<file path="src/rtl/move_collector.sv">
// Sequencer for the square move-generation array: clear, wait for done, then drain every
// square FIFO in index order and stream the valid 19-bit moves out over valid/ready.
module move_collector #(
    parameter int NSQ     = 64,
    parameter int TIMEOUT = 256
) (
    input  logic                   clk,
    input  logic                   reset_n,
    input  logic                   start,
    output logic                   sq_reset,
    input  logic [NSQ-1:0]         sq_done,
    input  logic [NSQ-1:0]         sq_empty,
    output logic [$clog2(NSQ)-1:0] sq_sel,
    input  logic [159:0]           sq_q,
    output logic [NSQ-1:0]         sq_rden,
    output logic [18:0]            mv_data,
    output logic                   mv_valid,
    input  logic                   mv_ready,
    output logic                   busy,
    output logic                   list_done,
    output logic                   err,
    output logic [7:0]             move_count
);
    localparam int IW = $clog2(NSQ);
    localparam int WW = $clog2(TIMEOUT + 1);
    localparam logic [IW-1:0]  LAST_IDX = IW'(NSQ - 1);
    localparam logic [WW-1:0]  WD_LAST  = WW'(TIMEOUT - 1);
    localparam logic [NSQ-1:0] ONE_HOT0 = NSQ'(1);

    typedef enum logic [3:0] {
        S_IDLE, S_CLR, S_WAIT, S_SETTLE, S_SCAN, S_READ, S_LAT, S_UNPK, S_FIN, S_ERR
    } state_t;

    state_t         r_state, w_next;
    logic [IW-1:0]  r_idx;
    logic [WW-1:0]  r_wd;
    logic [151:0]   r_word, w_word_nxt;
    logic [2:0]     r_slot, w_slot_nxt;
    logic [18:0]    w_cur, w_mv;
    logic           w_adv, w_hs, w_mv_ok;
    logic           r_sq_reset, r_mv_valid, r_busy, r_list_done, r_err;
    logic [NSQ-1:0] r_sq_rden;
    logic [18:0]    r_mv_data;
    logic [7:0]     r_move_count;
    logic           w_unused_hi;

    function automatic logic [18:0] slot_of(input logic [151:0] word, input logic [2:0] slot);
        logic [18:0] m;
        m = '0;
        for (int k = 0; k < 8; k++)
            if (slot == 3'(k)) m = word[19*k +: 19];
        return m;
    endfunction

    // Word bits [159:152] carry no move data.
    assign w_unused_hi = ^sq_q[159:152];

    always_comb begin
        w_next     = r_state;
        w_word_nxt = r_word;
        w_slot_nxt = r_slot;
        w_cur      = slot_of(r_word, r_slot);
        w_hs       = (r_state == S_UNPK) && !w_cur[18] && mv_ready;
        w_adv      = (r_state == S_UNPK) && (w_cur[18] || mv_ready);
        case (r_state)
            S_IDLE:   if (start) w_next = S_CLR;
            S_CLR:    w_next = S_WAIT;
            S_WAIT: begin
                if (&sq_done)              w_next = S_SETTLE;
                else if (r_wd == WD_LAST)  w_next = S_ERR;
            end
            S_SETTLE: if (r_wd == WW'(1)) w_next = S_SCAN;
            S_SCAN: begin
                if (!sq_empty[r_idx])       w_next = S_READ;
                else if (r_idx == LAST_IDX) w_next = S_FIN;
            end
            S_READ:   w_next = S_LAT;
            S_LAT: begin
                w_word_nxt = sq_q[151:0];
                w_slot_nxt = 3'd7;
                w_next     = S_UNPK;
            end
            S_UNPK: begin
                // Return to SCAN on the same square: its FIFO may hold further words.
                if (w_adv) begin
                    if (r_slot == 3'd0) w_next = S_SCAN;
                    else                w_slot_nxt = r_slot - 3'd1;
                end
            end
            S_FIN:    w_next = S_IDLE;
            S_ERR:    w_next = S_IDLE;
            default:  w_next = S_IDLE;
        endcase
        // Stream outputs are registered, so they are computed from the next slot.
        w_mv    = slot_of(w_word_nxt, w_slot_nxt);
        w_mv_ok = (w_next == S_UNPK) && !w_mv[18];
    end

    always_ff @(posedge clk) begin
        if (!reset_n) begin
            r_state      <= S_IDLE;
            r_idx        <= '0;
            r_wd         <= '0;
            r_sq_reset   <= 1'b1;
            r_sq_rden    <= '0;
            r_mv_valid   <= 1'b0;
            r_mv_data    <= '0;
            r_busy       <= 1'b0;
            r_list_done  <= 1'b0;
            r_err        <= 1'b0;
            r_move_count <= '0;
        end else begin
            r_state <= w_next;
            // Shared cycle counter: watchdog in WAIT, settle delay in SETTLE.
            if (w_next != r_state)
                r_wd <= '0;
            else if (r_state == S_WAIT || r_state == S_SETTLE)
                r_wd <= r_wd + 1'b1;
            if (r_state == S_SETTLE)
                r_idx <= '0;
            else if (r_state == S_SCAN && w_next == S_SCAN)
                r_idx <= r_idx + 1'b1;
            r_sq_reset  <= (w_next == S_CLR);
            r_sq_rden   <= (w_next == S_READ) ? (ONE_HOT0 << r_idx) : '0;
            r_mv_valid  <= w_mv_ok;
            r_mv_data   <= w_mv_ok ? w_mv : '0;
            r_busy      <= (w_next != S_IDLE);
            r_list_done <= (w_next == S_FIN) || (w_next == S_ERR);
            if (w_next == S_CLR)
                r_err <= 1'b0;
            else if (w_next == S_ERR)
                r_err <= 1'b1;
            if (w_next == S_CLR)
                r_move_count <= '0;
            else if (w_hs && r_move_count != 8'hFF)
                r_move_count <= r_move_count + 8'd1;
        end
    end

    always_ff @(posedge clk) begin
        r_word <= w_word_nxt;
        r_slot <= w_slot_nxt;
    end

    assign sq_reset   = r_sq_reset;
    assign sq_sel     = r_idx;
    assign sq_rden    = r_sq_rden;
    assign mv_data    = r_mv_data;
    assign mv_valid   = r_mv_valid;
    assign busy       = r_busy;
    assign list_done  = r_list_done;
    assign err        = r_err;
    assign move_count = r_move_count;
endmodule

</file>
<file path="config.mk">
export PLATFORM = sky130hd
export DESIGN_NAME = move_collector
export DESIGN_NICKNAME = d
export VERILOG_FILES = /design/src/rtl/move_collector.sv
export SDC_FILE = /design/constraint.sdc
export NUM_CORES = 1
export LEC_CHECK = 0
export BUFFER_PORTS_ARGS = -buffer_cell sky130_fd_sc_hd__buf_4
export CAP_MARGIN = 20
export CORE_MARGIN = 2
export CORE_UTILIZATION = 50
export CTS_CLUSTER_SIZE = 12
export DETAILED_ROUTE_END_ITERATION = 10
export GPL_TIMING_DRIVEN = 0
export PLACE_DENSITY = 0.81
export SLEW_MARGIN = 40
export SYNTH_ARGS = -nofsm -noshare
export SYNTH_HDL_FRONTEND = slang
export SYNTH_SLANG_ARGS = --single-unit
</file>
<file path="constraint.sdc">
create_clock -name clk -period 3.6 [get_ports clk]
set_input_delay 0.18 -clock clk [delete_from_list [all_inputs] [get_ports clk]]
set_output_delay 0.18 -clock clk [all_outputs]
set_load 0.01 [all_outputs]
</file>
After elaboration in Yosys (flattened, before gate mapping)

Cells that the tools add are included.
W data, S select, Z words.

Input port bits: 292
Bits in registers: 270
Output and inout bits: 102

Bitwise logic cells: 1
Magnitude comparators: 1
Multiplexer cells: 31
Shift-type cells: 1
Reduce and logical (&&, ||, !) cells: 21
Eq/ne operators: 32
$add $sub $neg: 4

Operators by type and width:

| kind                   | count |
|---|---|
| $mux W19               | 16 |
| $mux W152              | 1 |
| $reduce_and A64 Y1     | 1 |
| $shl A1 B6 Y64 const A | 1 |
| $mux W4                | 8 |
| $pmux W4 S8            | 1 |
| $eq A4 B3 Y1 const B   | 7 |
| $eq A3 B3 Y1 const B   | 8 |
| $eq A3 B2 Y1 const B   | 4 |
| $add A9 B1 Y9 const B  | 1 |
| $eq A9 B1 Y1 const B   | 1 |
| $eq A9 B8 Y1 const B   | 1 |
| $add A8 B1 Y8 const B  | 1 |
| $eq A4 B1 Y1 const B   | 2 |
| $eq A4 B2 Y1 const B   | 2 |
| $eq A4 B4 Y1 const B   | 2 |
| $ne A8 B8 Y1 const B   | 1 |
| $lt A6 B7 Y1 const B   | 1 |
| $add A6 B1 Y6 const B  | 1 |
| $bmux W1 S6            | 1 |
| $eq A3 B1 Y1 const B   | 2 |
| $eq A6 B6 Y1 const B   | 1 |
| $logic_and A1 B1 Y1    | 6 |
| $logic_not A3 Y1       | 2 |
| other kinds (12)       | 19 |

Longest topological paths before layout

Depth in word-level cells: 25
Depth in mapped cells: 14
Mapped depth without buffers: 12

Least setup slack after synthesis

No wires, ideal clock.

Path kind: reg-to-reg
Start: register r_idx[1], in the netlist sq_sel[1]
End: register r_mv_data[11], in the netlist mv_data[11]
Clock period less this slack: 3050 ps
Setup time: 60 ps
Slack: 550 ps
Cell stages (with the launch flop): 12
Path buffers: 2
Arrival time: 2990 ps
Cell sequence: dfxtp_1 > clkbuf_1 > mux4_2 > mux2i_1 > nand3_1 > o211ai_2 > o21ai_2 > o21a_1 > or3_4 > nor4_4 > buf_6 > o311a_1

Word-level cells in the longest chain between the ends: 7

RTL lines:

| item                                                            | line   | text |
|---|---|---|
| start, declared                                                 | 35     | `logic [IW-1:0] r_idx;` |
| start signal, assigned                                          | 122    | `r_idx <= r_idx + 1'b1;` |
| $bmux W1 S6 / $eq A6 B6 Y1 (equally long branches)              | 74, 75 |  |
| $mux W1 (implied by the code) / $mux W4 (equally long branches) | 74, 75 |  |
| $mux W4 (*)                                                     | 74     | `if (!sq_empty[r_idx]) w_next = S_READ;` |
| $pmux W4 S8 (*)                                                 | 65     | `case (r_state)` |
| $eq A4 B3 Y1 (*)                                                | 96     | `w_mv_ok = (w_next == S_UNPK) && !w_mv[18];` |
| $logic_and A1 B1 Y1 (*)                                         | 96     |  |
| $reduce_and A2 Y1 (no line) (*)                                 | n/a    |  |
| end signal, assigned                                            | 126    | `r_mv_data <= w_mv_ok ? w_mv : '0;` |
| end, declared                                                   | 43     | `logic [18:0] r_mv_data;` |

Mark *: on every way between the ends. The rest lies on a longest branch, timed or not. The select of a mux whose other input is x is not followed.
A chain may end at the register's enable or synchronous reset.

Final worst setup path

Start: register r_idx[1], in the netlist sq_sel[1]
End: register r_sq_rden[63], in the netlist sq_rden[63]

Word-level cells in the longest chain between the ends: 6

RTL lines:

| item                                                            | line   | text |
|---|---|---|
| $bmux W1 S6 / $eq A6 B6 Y1 (equally long branches)              | 74, 75 |  |
| $mux W1 (implied by the code) / $mux W4 (equally long branches) | 74, 75 |  |
| $mux W4                                                         | 74     |  |
| $pmux W4 S8                                                     | 65     |  |
| $eq A4 B3 Y1                                                    | 124    | `r_sq_rden <= (w_next == S_READ) ? (ONE_HOT0 << r_idx) : '0;` |
| $reduce_and A2 Y1 (no line)                                     | n/a    |  |
| end signal, assigned                                            | 124    |  |
| end, declared                                                   | 42     | `logic [NSQ-1:0] r_sq_rden;` |

Parallel ways exist; a longest one is shown, timed or not. The select of a mux whose other input is x is not followed.

==> summary.md <==
| Metric | Value |
|---|---|
| Yosys reg bits | 270 |
| Post-route setup slack | 0.0882 ns |
| Setup WS pre-CTS | -0.424 ns |
| Final Hold Violating Endpoints | 0 |
| Synth Cell Area | about 0.011 mm^2 |
| Clock transition at path regs | 0.06 ns |
| Port bufs | between 300 and 400 |
| CTS tree | yes |
| Io pins | 394 |
| Antenna violations before repair | 3 |
| Cell Rows | 54 |
| Main synth FF type | dfxtp_1 |
| Critical R2R Launch | sq_sel[1] |
| Pint | about 0.005 W |
| DR DRC count | 0 |
| Tightest Pin Transition | 0.735 ns |
| Clk buf depth | 3 |
| List of most frequent post-synthesis cells | nand2_1 (464), dfxtp_1 (270), nor2_1 (118) |
| Vias in the first global route | ~12k |
| Post-route cell area | about 0.017 mm^2 |
| Critical Path Start Type | flip-flop |
| DP Area | approximately 0.014 mm^2 |
| Period minus WS final | between 3 and 4 ns |
| FMAX | approximately 0.28 GHz |
| Final WL | 45,600 um |
| RR Endpoint | sq_rden[63] |
| Synth async-reset ratio | 0% |
| GRT Residual Overflow | 0 |
| CP arrival | 3.91 ns |
| Fillers | 1,417 |
| Final period util | 97.5% |
| Sw frac | 24.3% |
| Starting density of the core | about half |
| Synth unique cells | 64 |
| Post-Syn Instances | between 1k and 1.5k |
| Hold/Removal Path Class | in2reg |
| Setup-failing EPs final | 0 |
| Die Ht | 152 um |
| Worst Path Required | 3.99 ns |
| Logic gate share of total power | around 13% |
| Vias/cell | 5.65 |
| Pin count of the biggest net entering global routing | 16 |
| DR WL/cell | 21.0 um |
| Synth top area share | between 40% and 50% |
| Status | completed |
| Final Slew Violations | 0 |
| Crit Path Max Fanout | 10 |
| Part of the power in registers | 48.7% |
| Syn_area_per_cell | 8.35 um^2 |
| H-tree depth | 1 |
| Worst skew pair latency | 0.54 ns |
| CP Capture Type | flip-flop |
| ANT nets after route | 0 |
| Core ar. | 0.0217 mm^2 |
| Layout cells sized above 1 | around a quarter |
| Sw power | around 0.0016 W |
| Total Power | 0.00663 W |
| Syn Nets | about 1.6k |
| DR vias | 12.3k |
| Yosys warning count | 0 |
| GRT Overall Usage | between 30% and 40% |
| Area of the die | 0.0232 mm^2 |
| Iter 0 DRT Violations | around 1.1k |
| Worst slew margin | 51.0% |
| Top-count cell post-synth | nand2_1 |
| Worst reg-to-reg path cell count | 11 |
| Power share of the clock group | 38.6% |
| Crit path to | sq_rden[63] |
| DP HPWL | between 20,000 and 30,000 um |
| Clock sink count | 270 |
| # nets final | 2,189 |
| Number of synthesized flops with an enable pin | 0 |
| CTS Buf Count | 27 |
| First-pass GRT wire length | around 68,000 um |
| Hold WS | around 0.15 ns |
| Leak Pwr | 7.77 nW |
| Root Buffer | clkbuf_16 |
| P per Cell Area | 399 mW/mm^2 |
| Sequential area share after synthesis | 49.2% |
| Post-synth top area cell | dfxtp_1 |
| Unrepaired setup endpoints after global routing | true |
| DRT Pass-1 Iters | 5 |
| Crit path launch | sq_sel[1] |
| Type of the worst setup path | reg2reg |
| Worst reg2reg setup slack | 0.09 ns |
| Placer Congestion | 0.927 |
| Maxcap violations | 0 |
| Clock Skews | ~0.016 ns |
| VDD IR max | 0.373 mV |
| Top post-synthesis cells by area | dfxtp_1 (49%), nand2_1 (16%), nor2_1 (4.0%) |
| Area Growth Syn to Fin | 51.2% |
| Die Span X | 152 um |
[final cells by class]
class | instances | area [um^2] | share of cell area (%)
repair buffers | 537 | 4420 | 26.6
multi-input cells | 949 | 5200 | 31.3
flip-flops and latches | 270 | 5410 | 32.5
well taps | 280 | 350 | 2.11
clock buffers | 34 | 732 | 4.40
inverters | 17 | 71.3 | 0.429
plain buffers | 80 | 417 | 2.51
diodes | 2 | 5.00 | 0.0301
clock inverters | 3 | 21.3 | 0.128
[how the worst min path moves through the flow]
stage                       to  slack, ns  cells after the start  startpoint
finish                sq_reset       0.15                      3       start
floorplan            r_word[0]       0.28                      2     sq_q[0]
detailed placement  r_word[70]       0.37                      3    sq_q[70]
global route          sq_reset       0.18                      3       start
global placement     r_word[3]       0.37                      3     sq_q[3]
CTS                   sq_reset       0.14                      3       start
[power by group through the flow]
stage | clock network, W | registers, W | logic, W
after global routing | 0.00268 | 0.00324 | 0.000903
after CTS | 0.00254 | 0.00322 | 0.000794
after floorplan | 0 | 0.00326 | 0.000300
final | 0.00256 | 0.00323 | 0.000846
after global placement | 0 | 0.00328 | 0.000636
after detailed placement | 0 | 0.00328 | 0.000652
[logic make-up (layout without fill, tap and decap cells)]
logic type	Yosys count	after routing	share of synthesized area (%)
other	1	3	0.0341
AO/OA/AOI/OAI	114	114	7.36
XOR/XNOR	14	14	1.12
multiplexers	60	60	7.79
adder cells (fa/ha/maj)	15	15	1.71
flip-flops	270	270	49.2
AND/OR/NAND/NOR	745	745	28.5
buffers and inverters	98	671	4.35
[cell usage in the layout, fill, tap and decap left out, drive strengths merged, types with 5 or more instances in the layout]
master / Yosys / layout
a21oi: 14 / 14
and2: 5 / 5
buf: 27 / 411
clkbuf: 51 / 86
dfxtp: 270 / 270
dlygate4sd3: 0 / 152
ha: 15 / 15
inv: 14 / 15
mux2: 10 / 10
mux2i: 33 / 33
mux4: 17 / 17
nand2: 464 / 464
nand3: 12 / 12
nand4: 24 / 24
nor2: 118 / 118
nor3: 85 / 85
nor4: 6 / 6
o21ai: 43 / 43
o221ai: 17 / 17
o311a: 17 / 17
or3: 8 / 8
xnor2: 6 / 6
xor2: 8 / 8
[registers in the layout (all words and copies together), names as in the netlist]
signal / flops
busy: 1
err: 1
list_done: 1
move_count: 8
mv_data: 19
mv_valid: 1
r_slot: 3
r_state: 4
r_wd: 9
r_word: 152
sq_rden: 64
sq_reset: 1
sq_sel: 6
[through the flow]
stage | setup TNS (ns) | util [%] | cells
finish | 0 | 76.6 | 2172
global route | -0.401 | 76.6 | 2172
CTS | 0 | 76.2 | 2170
detailed placement | -11.61 | 65.6 | 1981
global placement | -14.81 | 65.6 | 1981
floorplan | 0 | - | 1317
[routing by layer]
metal / wire length, um / part of all wire [%] / global-route usage (%) / vias up
li1: - / - / - / 5544
met1: 15200 / 33 / 38.8 / 5641
met2: 22900 / 50 / 66.6 / 847
met3: 4010 / 8.8 / 8.28 / 236
met4: 3550 / 7.8 / 25.0 / 2
met5: 7 / 0.015 / 0 / -
[worst max-delay path, cell delays in order, from the launching register on]
cell and delay, ns:
dfxtp_1 0.38, clkbuf_2 0.32, mux4_2 0.54, mux2i_1 0.40, nand3_1 0.15, o211ai_2 0.13
o21ai_2 0.10, o21a_1 0.24, nor2_1 0.10, nand2_1 0.26, clkbuf_1 0.36, nor3_2 0.39
[what timing repair did]
action	CTS	global route
pin swaps	1	0
hold endpoints to repair	152	0
setup endpoints to repair	95	141
hold buffers	152	0
buffers inserted	1	0
gates resized for setup	10	26
(Power assumes the default switching activity.)
